**src/rtl/mem_access_ctrl.sv**
```systemverilog
// Memory access sequencer: drives MAR/MDR load enables and memory strobes for
// single read/write transfers. Optional wait-state timeout under `MEM_TIMEOUT_EN`.
module mem_access_ctrl #(
  parameter int TIMEOUT_CYCLES = 15
) (
  input  logic       clk,
  input  logic       clr,
  input  logic       rd_req,
  input  logic       wr_req,
  input  logic       mem_ready,
  output logic       MARin,
  output logic       MDRin,
  output logic       read,
  output logic       mem_rd,
  output logic       mem_wr,
  output logic       busy,
  output logic       done,
  output logic       err,
  output logic [2:0] state
);

  typedef enum logic [2:0] {
    S_IDLE     = 3'd0,
    S_MAR      = 3'd1,
    S_RD_WAIT  = 3'd2,
    S_RD_LATCH = 3'd3,
    S_WR_LOAD  = 3'd4,
    S_WR_WAIT  = 3'd5,
    S_DONE     = 3'd6,
    S_ERR      = 3'd7
  } state_e;

  localparam logic [7:0] TMO_LIMIT = 8'(TIMEOUT_CYCLES);

  state_e state_q, state_d;
  logic   rd_op_q, rd_op_d;   // operation chosen in IDLE, consumed in MAR
  logic   tmo_hit;

`ifdef MEM_TIMEOUT_EN
  logic [7:0] tmo_cnt_q, tmo_cnt_d;

  // tmo_cnt_q counts completed wait cycles; this cycle is the last allowed one.
  assign tmo_hit = ((tmo_cnt_q + 8'd1) == TMO_LIMIT);

  always_comb begin
    tmo_cnt_d = tmo_cnt_q;
    if (state_q == S_MAR || state_q == S_WR_LOAD) begin
      tmo_cnt_d = 8'd0;
    end else if (state_q == S_RD_WAIT || state_q == S_WR_WAIT) begin
      tmo_cnt_d = tmo_cnt_q + 8'd1;
    end
  end

  always_ff @(posedge clk or negedge clr) begin
    if (!clr) begin
      tmo_cnt_q <= 8'd0;
    end else begin
      tmo_cnt_q <= tmo_cnt_d;
    end
  end
`else
  logic unused_tmo;

  assign tmo_hit    = 1'b0;
  assign unused_tmo = ^TMO_LIMIT;
`endif

  // NOTE: state flops use non-blocking assignments and reset asynchronously on clr.
  always_ff @(posedge clk or negedge clr) begin
    if (!clr) begin
      state_q <= S_IDLE;
      rd_op_q <= 1'b0;
    end else begin
      state_q <= state_d;
      rd_op_q <= rd_op_d;
    end
  end

  // NOTE: every comb output gets a default first so no latch is inferred.
  always_comb begin
    state_d = state_q;
    rd_op_d = rd_op_q;
    unique case (state_q)
      S_IDLE: begin
        if (rd_req) begin
          state_d = S_MAR;
          rd_op_d = 1'b1;
        end else if (wr_req) begin
          state_d = S_MAR;
          rd_op_d = 1'b0;
        end
      end
      S_MAR:      state_d = rd_op_q ? S_RD_WAIT : S_WR_LOAD;
      S_RD_WAIT: begin
        if (mem_ready)    state_d = S_RD_LATCH;
        else if (tmo_hit) state_d = S_ERR;
      end
      S_RD_LATCH: state_d = S_DONE;
      S_WR_LOAD:  state_d = S_WR_WAIT;
      S_WR_WAIT: begin
        if (mem_ready)    state_d = S_DONE;
        else if (tmo_hit) state_d = S_ERR;
      end
      S_DONE:     state_d = S_IDLE;
      S_ERR:      state_d = S_IDLE;
      default:    state_d = S_IDLE;
    endcase
  end

  // Moore decode: outputs depend on state_q only.
  always_comb begin
    MARin  = 1'b0;
    MDRin  = 1'b0;
    read   = 1'b0;
    mem_rd = 1'b0;
    mem_wr = 1'b0;
    done   = 1'b0;
    err    = 1'b0;
    unique case (state_q)
      S_MAR:      MARin = 1'b1;
      S_RD_WAIT: begin
        mem_rd = 1'b1;
        read   = 1'b1;
      end
      S_RD_LATCH: begin
        mem_rd = 1'b1;
        read   = 1'b1;
        MDRin  = 1'b1;
      end
      S_WR_LOAD:  MDRin  = 1'b1;
      S_WR_WAIT:  mem_wr = 1'b1;
      S_DONE:     done   = 1'b1;
`ifdef MEM_TIMEOUT_EN
      S_ERR:      err    = 1'b1;
`endif
      default: ;
    endcase
  end

  assign busy  = (state_q != S_IDLE);
  assign state = state_q;

endmodule

```
**config.mk**
```make
export PLATFORM = sky130hd
export DESIGN_NAME = mem_access_ctrl
export DESIGN_NICKNAME = d
export VERILOG_FILES = /design/src/rtl/mem_access_ctrl.sv
export SDC_FILE = /design/constraint.sdc
export NUM_CORES = 1
export LEC_CHECK = 0
export BUFFER_PORTS_ARGS = -buffer_cell sky130_fd_sc_hd__buf_2
export CORE_AREA = 2 2 39 41
export DETAILED_ROUTE_END_ITERATION = 12
export DIE_AREA = 0 0 41 43
export PLACE_DENSITY = 0.49
export REMOVE_ABC_BUFFERS = 1
export SLEW_MARGIN = 5
export SYNTH_ARGS = -nofsm -noshare
export SYNTH_HDL_FRONTEND = slang
export SYNTH_SLANG_ARGS = --single-unit
```
**constraint.sdc**
```tcl
create_clock -name clk -period 1.3 [get_ports clk]
set_input_delay 0.13 -clock clk [delete_from_list [all_inputs] [get_ports clk]]
set_output_delay 0.13 -clock clk [all_outputs]
set_load 0.02 [all_outputs]
```
After elaboration in Yosys (flattened, before gate mapping) --
Index checks and enable logic that the tools add are counted.
Word-level totals: bits in registers 4, word-level logic and storage cells 33, input port bits 5, output and inout bits 11
Cells by class: equal/unequal tests 10, multiplexer cells 13, reduce and logical (&&, ||, !) cells 8
Operators by type and width (count):
- case mux 3 bit (7 select lines) | 1
- two-way mux 3 bit | 5
- == test 3 bit (second input constant) | 4
- two-way mux 1 bit | 7
- == test 3 x 2 -> 1 bit (second input constant) | 2
- OR reduction 2 bit | 3
- inequality test 2 bit (second input constant) | 2
- == test 3 x 1 -> 1 bit (second input constant) | 1
- zero test 3 bit | 1
- inequality test 3 bit (second input constant) | 1
- AND reduction 3 bit | 1
- nonzero test 3 bit | 1
- AND reduction 2 bit | 1
- nonzero test 2 bit | 1

Logic depth before layout (Yosys ltp) --
depth in word-level cells 3, depth in mapped cells 3, depth with buffers taken out 2

Worst setup path after synthesis --
OpenSTA, ideal clock, no wires.
path type reg2out, start reg state_q[1] (netlist: state[1]), end out read, cell stages (with the launch flop) 4, path slack -0.119 ns, path buffers 2, required time 1.170 ns, data arrival time 1.289 ns, cell sequence dfrtp_1 > buf_2 > nor2b_1 > buf_4
On the way: cells in the longest elaborated chain, start to end 3, elaborated cells between the ends (all ways) 4, those cells by class eq/ne: 2; mux: 1; reduce/logical: 1
Ends and longest elaborated chain:
- start: declaration | line 35 | state_e state_q, state_d;
- start signal: assignment | line 74 | state_q <= state_d;
- == test 3 x 2 -> 1 bit
- OR reduction 2 bit (no line) *
- two-way mux 1 bit *
- end: declaration | line 13 | output logic read,
Mark *: on every way between the ends. The rest lies on a longest branch, timed or not.

Worst setup path after layout --
start reg state_q[0] (netlist: state[0]), end out MDRin
On the way: cells in the longest elaborated chain, start to end 3, elaborated cells between the ends (all ways) 4, those cells by class eq/ne: 2; mux: 1; reduce/logical: 1
Ends and longest elaborated chain:
- == test 3 bit or == test 3 x 2 -> 1 bit (tied branches) | line 119 | unique case (state_q)
- OR reduction 2 bit (no line) *
- two-way mux 1 bit * | line 119
- end: declaration | line 12 | output logic MDRin,
Marks and branches as above.

==> results_dict.tcl <==
set metrics [dict create \
    path_clk_slew_ps 30 \
    holdPathStages 2 \
    fin_crit_sh 0.979 \
    yosysTopAreaCell "dfrtp_1" \
    dr.first_iter.drc_count 1 \
    drt_wl_total_um 696 \
    ant_nets 0 \
    drtPass1Iterations 4 \
    synth.cell_area_um2 293 \
    synth_area_per_cell_um2 9.15 \
    synth_ff_type "dfrtp_1" \
    maxCapViolCount 0 \
    yosys_warnings 0 \
    stdcell_count 68 \
    grt_pass1_wl_um 848 \
    overflow 0 \
    clock_latency_ps 230 \
    port_buffers 14 \
    grt_usage 0.0747 \
    worst-path-max-fanout 8 \
    fp.dieW_um 41 \
    finalHoldViolCount 0 \
    cts_max_level 1 \
    setup_viol 0 \
    synth-edff-count 0 \
    endpoint_kind "output pin" \
    yosys-top-cells-area "dfrtp_1, buf_4, and3_1, and4bb_2, nand2b_1" \
    power_density_nw_per_um2 2980 \
    holdCritStartpoint "rd_req" \
    synth-seq-area-share 0.342 \
    cts_num_sinks 4 \
    grt_pass1_vias 213 \
    hp-class "in -> reg" \
    worstPathRequired_ps 1170 \
    dp_hpwl_um 508 \
    vias_per_cell 4.25 \
    initial_core_util 0.212 \
    grt_start_max_net_pins 12 \
    die_area_um2 1760 \
    outcome "finished clean" \
    gp_congestion 0.644 \
    rsz0062_at_grt "yes" \
    start_kind "register" \
    fmax_ghz 0.786 \
    dpl.cell_count 61 \
    die_h_um 43 \
    rrSetupSlack_ps 80 \
    maxSlewViolCount 0 \
    clk_path_buf_depth 2 \
    leakagePower_nw 0.248 \
    hold_end "rd_op_q" \
    vdd_drop_max_uv 981 \
    finalNetCount 59 \
    coreArea_um2 1380 \
    root_buffer "clkbuf_4" \
    synth_seq_cells 4 \
    routed-via-count 289 \
    synthToLayoutAreaGrowth_pct 70.9 \
    ios 16 \
    async_reset_ff_frac 1.00 \
    netlist-cell-type-count 23 \
    synthCells 32 \
    yosys.area.top_type_share 0.342 \
    skew_ps 1.98 \
    std_cell_rows 14 \
    r2r_start "state[1]" \
    drcViolationCount 0 \
    cts_tree "yes" \
    n_antenna_cell 0 \
    worst-setup-path-type "reg -> out" \
    period_needed_ps 1270 \
    drive_gt1_frac 0.615 \
    arrival_ps 1140 \
    numCtsBuffers 3 \
    r2r.worst_path.cells 2 \
    whs_ps 183 \
    wire_per_inst_um 10.2 \
    reg2reg_to "rd_op_q" \
    grt_antenna_before_repair 0 \
]
-- worst max-delay path, stage by stage (launching register included) --
cell and delay, ps:
dfrtp_1 370, buf_6 140, nand2b_4 140, o21ai_2 140, buf_6 130
-- cell families (layout without fill, tap and decap cells) --
family                 count (synthesis)  after routing  synth area share
buffers and inverters                  7             27             0.150
AO/OA/AOI/OAI                          5              5             0.145
flip-flops                             4              4             0.342
other                                  1              1            0.0128
AND/OR/NAND/NOR                       15             15             0.350
-- cells in the mapped netlist, types with 2 or more instances --
| cell | number |
|---|---|
| nor2_1 | 2 |
| nor2b_1 | 2 |
| inv_1 | 2 |
| nand2b_1 | 2 |
| and3_1 | 2 |
| buf_4 | 2 |
| dfrtp_1 | 4 |
-- repair_timing --
item,4_1_cts,5_1_grt
resized for setup,8,14
pin swaps,0,1
setup buffers,0,3
hold buffers,1,0
endpoints found under the setup margin,5,6
hold endpoints to repair,4,0
-- report_power, final --
part           leakage (nW)  internal, mW  switching, mW  total, mW
combinational         0.186         0.560          0.540       1.10
clock                0.0138         0.103         0.0443      0.147
sequential           0.0481         0.191         0.0519      0.243
total                 0.248         0.853          0.636       1.49
-- through the flow --
stage	worst slack [ps]	cell area, um2	TNS (ps)	power (mW)	util
3_3_place_gp	95.9	377	0	1.04	0.272
3_5_place_dp	83.0	377	0	1.04	0.272
5_1_grt	-31.6	500	-61.9	1.60	0.362
6_report	27.5	500	0	1.49	0.362
4_1_cts	-31.1	424	-31.1	1.25	0.307
2_1_floorplan	-194	256	-400	0.732	-
-- worst max path at each step --
| stage | from | to | slack, ps | cells after the start |
|---|---|---|---|---|
| 6_report | state[0] | MDRin | 30 | 4 |
| 5_1_grt | state[0] | MDRin | -30 | 4 |
| 4_1_cts | state[0] | MDRin | -30 | 4 |
| 3_5_place_dp | state[1] | rd_op_q | 80 | 2 |
| 3_3_place_gp | state[2] | state[0] | 100 | 2 |
| 2_1_floorplan | state[1] | state[1] | -190 | 2 |
-- placed cells by master (no fill, tap or decap), drive strengths merged --
cell type    Yosys  routed
and3             2       2
or4b             1       1
nand2b           2       2
nor2             2       2
and4bb           1       1
or3              1       1
nand2            1       1
nor2b            2       2
o21ai            1       1
nor3b            1       1
nand3b           1       1
a31o             1       1
a32o             1       1
dfrtp            4       4
a211o            1       1
and4b            1       1
a311o            1       1
inv              2       2
dlygate4sd3      0       1
buf              4      21
clkbuf           1       3
conb             1       1
-- per-layer routing --
layer / GRT usage / part of all wire / vias to the layer above
li1: - / - / 152
met1: 0.0980 / 0.46 / 122
met2: 0.0906 / 0.45 / 15
met3: 0.0314 / 0.092 / 0
met4: 0.0600 / 0 / 0
met5: 0 / 0 / -
-- final cells by class --
type / instances / area [um2]
Multi-Input combinational cell: 21 / 175
Timing Repair Buffer: 22 / 170
Clock buffer: 3 / 22.5
Fill cell: 154 / 883
Tap cell: 16 / 20.0
Inverter: 2 / 12.5
Sequential cell: 4 / 100
-- state kept, by name, indices dropped and copies added (netlist names) --
register	flops
rd_op_q	1
state	3
(Power assumes the default switching activity.)
